File: config.mk
export PLATFORM = sky130hd
export DESIGN_NAME = serial_add_unit
export DESIGN_NICKNAME = d
export VERILOG_FILES = /design/src/rtl/serial_add_unit.sv
export SDC_FILE = /design/constraint.sdc
export NUM_CORES = 1
export LEC_CHECK = 0
export BUFFER_PORTS_ARGS = -buffer_cell sky130_fd_sc_hd__buf_2
export CAP_MARGIN = 10
export CORE_UTILIZATION = 51
export CTS_BUF_LIST = sky130_fd_sc_hd__clkbuf_8
export DETAILED_ROUTE_END_ITERATION = 10
export GPL_TIMING_DRIVEN = 0
export MAX_ROUTING_LAYER = met4
export PLACE_DENSITY = 0.77
export SLEW_MARGIN = 15
export SYNTH_ARGS = -nofsm -noshare
export SYNTH_HDL_FRONTEND = slang
export SYNTH_SLANG_ARGS = --single-unit
File: constraint.sdc
create_clock -name clk -period 1.2 [get_ports clk]
set_input_delay 0.06 -clock clk [delete_from_list [all_inputs] [get_ports clk]]
set_output_delay 0.06 -clock clk [all_outputs]
set_load 0.01 [all_outputs]
File: src/rtl/serial_add_unit.sv
// rtl/serial_add_unit.sv - bit-serial adder/subtractor, one bit per clock, LSB first
// Optional macro SERIAL_ADD_ACC_EN adds acc_sel to accumulate into the sum register.
module serial_add_unit #(
    parameter int WIDTH = 8
) (
    input  logic             clk,
    input  logic             reset,
    input  logic             start,
    input  logic             sub,
    input  logic [WIDTH-1:0] a,
    input  logic [WIDTH-1:0] b,
`ifdef SERIAL_ADD_ACC_EN
    input  logic             acc_sel,
`endif
    output logic             busy,
    output logic             done,
    output logic [WIDTH-1:0] sum,
    output logic             cout,
    output logic             ovf
);

    localparam int CW = (WIDTH > 1) ? $clog2(WIDTH) : 1;
    localparam logic [CW-1:0] LAST = CW'(WIDTH - 1);

    localparam logic [1:0] S_IDLE  = 2'd0;
    localparam logic [1:0] S_SHIFT = 2'd1;
    localparam logic [1:0] S_DONE  = 2'd2;

    logic [1:0]       r_state;
    logic [WIDTH-1:0] r_a_sr;
    logic [WIDTH-1:0] r_b_sr;
    logic [WIDTH-1:0] r_res;
    logic [WIDTH-1:0] r_sum;
    logic [CW-1:0]    r_cnt;
    logic             r_carry;
    logic             r_cout;
    logic             r_ovf;

    logic [WIDTH-1:0] w_a_load;
    logic [WIDTH-1:0] w_res_next;
    logic             w_s;
    logic             w_carry_next;

`ifdef SERIAL_ADD_ACC_EN
    assign w_a_load = acc_sel ? r_sum : a;
`else
    assign w_a_load = a;
`endif

    // Single full-adder cell; the carry flop closes the loop between bits.
    assign w_s          = r_a_sr[0] ^ r_b_sr[0] ^ r_carry;
    assign w_carry_next = (r_a_sr[0] & r_b_sr[0]) | (r_a_sr[0] & r_carry) | (r_b_sr[0] & r_carry);
    assign w_res_next   = {w_s, r_res[WIDTH-1:1]};

    always_ff @(posedge clk) begin
        if (reset) begin
            r_state <= S_IDLE;
            r_a_sr  <= '0;
            r_b_sr  <= '0;
            r_res   <= '0;
            r_sum   <= '0;
            r_cnt   <= '0;
            r_carry <= 1'b0;
            r_cout  <= 1'b0;
            r_ovf   <= 1'b0;
        end else begin
            case (r_state)
                S_IDLE: begin
                    if (start) begin
                        // Subtract as a + ~b + 1: the +1 rides in on the initial carry.
                        r_a_sr  <= w_a_load;
                        r_b_sr  <= sub ? ~b : b;
                        r_carry <= sub;
                        r_cnt   <= '0;
                        r_state <= S_SHIFT;
                    end
                end
                S_SHIFT: begin
                    r_carry <= w_carry_next;
                    r_res   <= w_res_next;
                    r_a_sr  <= r_a_sr >> 1;
                    r_b_sr  <= r_b_sr >> 1;
                    r_cnt   <= r_cnt + CW'(1);
                    if (r_cnt == LAST) begin
                        r_sum   <= w_res_next;
                        r_cout  <= w_carry_next;
                        r_ovf   <= r_carry ^ w_carry_next;
                        r_state <= S_DONE;
                    end
                end
                S_DONE:  r_state <= S_IDLE;
                default: r_state <= S_IDLE;
            endcase
        end
    end

    assign busy = (r_state == S_SHIFT);
    assign done = (r_state == S_DONE);
    assign sum  = r_sum;
    assign cout = r_cout;
    assign ovf  = r_ovf;

endmodule
After elaboration in Yosys (flattened, before gate mapping) --
Index checks and enable logic that the tools add are counted.
Operators by class: add/sub/neg operators 1, equality and inequality tests 5, mux-type cells 12, bitwise logic cells 9, reduce and logical (&&, ||, !) cells 5
Operators by type and width (number):
- 8-bit case mux with 2 select lines | 2
- 8-bit 2-to-1 mux | 3
- 8-bit inverter | 1
- 3-bit case mux with 2 select lines | 1
- 2-bit AND reduction | 3
- 2-bit 2-to-1 mux | 2
- 2-bit case mux with 2 select lines | 1
- 3-bit by 1-bit adder with 3-bit output, second input constant | 1
- 1-bit bitwise AND | 3
- 3-bit == test, second input constant | 1
- 3-bit 2-to-1 mux | 1
- 1-bit bitwise XOR | 3
- 2-bit by 1-bit == test with 1-bit output, second input constant | 1
- 2-bit == test, second input constant | 1
- 2-bit zero test | 1
- 2-bit by 1-bit inequality test with 1-bit output, second input constant | 1
- 2-bit inequality test, second input constant | 1
- 1-bit OR | 2
- 1-bit case mux with 2 select lines | 1
- 2-bit nonzero test | 1
- 1-bit 2-to-1 mux | 1
Word-level totals: bits in registers 40, input bits 20, logic and storage cells 41

Longest topological paths before layout --
word-level depth 4, mapped depth 6, mapped depth without buffers 5

Worst setup path after synthesis --
Ideal clock, no wire load.
path type reg2reg, start point reg r_cnt[0], end point reg r_ovf (netlist: ovf), library setup time 0.086 ns, arrival time 1.148 ns, required time 1.114 ns, slack -0.034 ns, cell stages (with the launch flop) 6, period minus slack after synthesis 1.234 ns, path through dfxtp_1 ha_1 ha_1 and3b_1 buf_6 a211oi_1
Between the ends: longest elaborated chain between the ends 2
Ends and longest elaborated chain:
- start, declared | line 34 | logic [CW-1:0] r_cnt;
- start signal, assigned | line 83 | r_cnt <= r_cnt + CW'(1);
- 3-bit == test | line 84 | if (r_cnt == LAST) begin
- 2-bit AND reduction (no line)
- end signal, assigned | line 87 | r_ovf <= r_carry ^ w_carry_next;
- end, declared | line 37 | logic r_ovf;
No other way between the ends. A chain may end at the register's enable or synchronous reset.

Worst setup path after layout --
Ends and elaborated chain as after synthesis.

==> impl_metrics.ini <==
[status]
status = finished, violations left
violations = negative setup slack

[pwr]
power_density_mw_per_mm2 = 1280
ir_drop_uv = 919.7
power.leakage_nw = 0.9755
power.total_mw = 3.071

[sta]
drv_slew = 0
fin_skew_ps = 7.595
setup_violations = 12
finalWorstSetupSlack_ps = -79.48
hold_viol = 0
min_period_ps = 1279
hold_ws_ps = 49.20
rsz0062_at_grt = yes
timing.fmax_mhz = 781.6
slew_headroom_pct = 59.55
period_share_pct = 106.6
worst_pin_slew_ps = 606.8

[drt]
ant_nets = 0
drt_iter0_drc = 122
dr.pass1.iters = 4
post_drt_wl_per_cell_um = 14.95
route.vias.total = 1646
wl_met1_mm = 1.949
drc = 0
wl_met2_mm = 2.185
vias_per_cell = 5.487
finalWirelength_mm = 4.484
wl_met3_um = 202
top_layer = met4

[yosys]
yosysSeqAreaShare_pct = 44.73
synth-seq-cells = 39
yosys.area_share.simple_pct = 17.35
synth_top_cell_by_area = dfxtp_1
synth_cell_type_count = 32
synth_area_leaders = dfxtp_1 (45%), a21oi_1 (8.6%), nand2_1 (7.5%), a22oi_1 (4.3%), nor2_1 (4.3%)
ys_warn_count = 0
synth_compound_area_share_pct = 22.58
synth_nets = 226
synth-adder-area-share_pct = 2.581
synth.cell_area_mm2 = 0.001745
syn_avg_cell_area_um2 = 8.598
syn_inst = 203
synth_top_family_by_area = compound AO/OA/AOI/OAI gates
synthXorXnorAreaFrac_pct = 4.516
synth_top_area_share_pct = 44.73
synth_mux_area_share_pct = 0.6452

[hold_path]
hold_end = r_b_sr[6]
hold_class = in -> reg
hold_path.startpoint = b[6]
hold_depth = 3

[worst_setup_path]
cp.required_ps = 1410
worstRegToRegCells = 5
crit_arrival_ps = 1490
timing.rr.end = ovf
worstSetupEndpointType = flip-flop
critPathLaunchType = flip-flop
criticalPathCategory = reg -> reg
worst-r2r-setup-slack_ps = -80
crit_fanout = 5
r2r_start = r_cnt[0]

[floorplanning]
fp.dieH_um = 60.50
ios = 32
fp-row-count = 20
coreArea_mm2 = 0.003153
die_area_mm2 = 0.003660
start_util_pct = 55.36
die_x_um = 60.50

[place]
place_inst = 275
port_buffers = 28
gp_congestion = 0.7562
dpl.hpwl_mm = 2.426

[clock_network]
clk_latency_ps = 290
numCtsBuffers = 5
numClockSinks = 39
path_clk_slew_ps = 80
cts_buffer_depth = 2
htree_levels = 2
cts_tree = built
cts.root.buffer_cell = clkbuf_8
cts_hold_buf = 0

[finish]
fin_cells = 300
layout.nets = 278
fillers = 229
multi_input_comb_area_um2 = 975.9
drive_gt1_share_pct = 44.14
register_area_um2 = 793.3
n_antenna_cell = 0
postLayoutCoreUtil_pct = 76.11
synthToLayoutAreaGrowth_pct = 37.49

[global_route]
grt_max_degree = 13
grt_pass1_vias = 1422
grt_pass1_wl_mm = 6.396
grt_use_total_pct = 24.71
grt-ovfl-total = 0
grt_antenna_before_repair = 0

[flow_run]
drv_cap = 0
-- per-stage QoR --
| stage | cell area [um^2] | setup TNS [ps] | setup slack, ps |
|---|---|---|---|
| finish | 2400 | -718.3 | -79.48 |
| global route | 2400 | -1782 | -121.4 |
| CTS | 2221 | -578.3 | -56.74 |
| detailed placement | 1951 | -2482 | -248.6 |
| global placement | 1951 | -1777 | -193.3 |
| floorplan | 1755 | 0 | 4.702 |
-- critical path: stages (launching register included) --
cell and delay (ps):
dfxtp_2 340, ha_4 160, ha_4 160, and3b_2 230
buf_6 150, a211oi_2 170
-- where the power goes --
| group | internal [mW] | leakage, nW | switching (mW) |
|---|---|---|---|
| Sequential | 1.35 | 0.321 | 0.0466 |
| Clock | 0.823 | 0.0695 | 0.444 |
| Combinational | 0.198 | 0.585 | 0.208 |
| Total | 2.37 | 0.976 | 0.699 |
-- cell families (layout without fill, tap and decap cells) --
kind of cell | after synthesis | after routing
and+or+nand+nor | 68 | 68
muxes | 1 | 1
adders and majority gates | 3 | 3
AOI/OAI and AO/OA | 60 | 60
xor gates and xnor gates | 9 | 9
buffers and inverters | 23 | 76
DFF | 39 | 39
-- cell usage in the layout (no fill, tap or decap), drive strengths merged, types with 6 or more instances in the layout --
cell | synthesis | layout
a21oi | 30 | 30
a22oi | 10 | 10
buf | 11 | 55
clkbuf | 4 | 10
dfxtp | 39 | 39
inv | 8 | 9
nand2 | 35 | 35
nor2 | 20 | 20
o221a | 6 | 6
o22ai | 7 | 7
xnor2 | 8 | 8
-- cell usage after synthesis --
cell type  count
nor3_1         3
o21bai_2       1
o221a_2        6
ha_1           2
o22ai_1        7
buf_4          3
nor2b_1        2
o21ai_0        1
nand2b_4       1
nand3b_1       2
inv_1          7
buf_6          4
fa_1           1
a22oi_1       10
dfxtp_1       39
buf_2          4
nor2_1        20
and3b_1        1
mux2_2         1
clkbuf_1       4
or3b_1         2
a21oi_1       30
a221oi_1       1
xor2_1         1
nand2_1       35
o21ba_2        1
nand2b_1       1
or2b_1         1
a211oi_1       2
inv_2          1
o31ai_1        1
xnor2_1        8
-- worst max-delay path by stage --
stage               cells after the start  slack, ps      start      to
finish                                  5        -80   r_cnt[0]     ovf
detailed placement                      5       -250   r_cnt[0]  sum[7]
global route                            5       -120   r_cnt[0]     ovf
floorplan                               3          5  r_a_sr[0]     ovf
global placement                        5       -190   r_cnt[0]  sum[7]
CTS                                     6        -60   r_cnt[1]  sum[0]
-- per-layer routing --
| metal | vias to the layer above | global-route usage [%] |
|---|---|---|
| li1 | 803 | - |
| met1 | 761 | 29.36 |
| met2 | 66 | 38.15 |
| met3 | 16 | 6.183 |
| met4 | 0 | 13.64 |
| met5 | - | - |
-- what timing repair did --
action,4_1_cts,5_1_grt
setup endpoints to repair,24,29
gates resized for setup,27,31
buffers inserted,6,10
pin swaps,7,8
gates cloned,1,0
-- flip-flops by register name (all words and copies together), names as in the netlist --
signal,count
r_carry,1
r_res,7
cout,1
sum,8
ovf,1
r_b_sr,8
r_a_sr,8
r_state,2
r_cnt,3
-- final cells by class --
cell class / count / area share, %
buffer: 15 / 5.266
clock buffer: 5 / 2.868
clock inverter: 3 / 2.659
inverter: 8 / 1.460
multi-input combinational: 141 / 40.67
sequential: 39 / 33.06
tap: 44 / 2.294
timing repair buffer: 45 / 11.73
No activity file was read; power rests on OpenSTA's default activity.
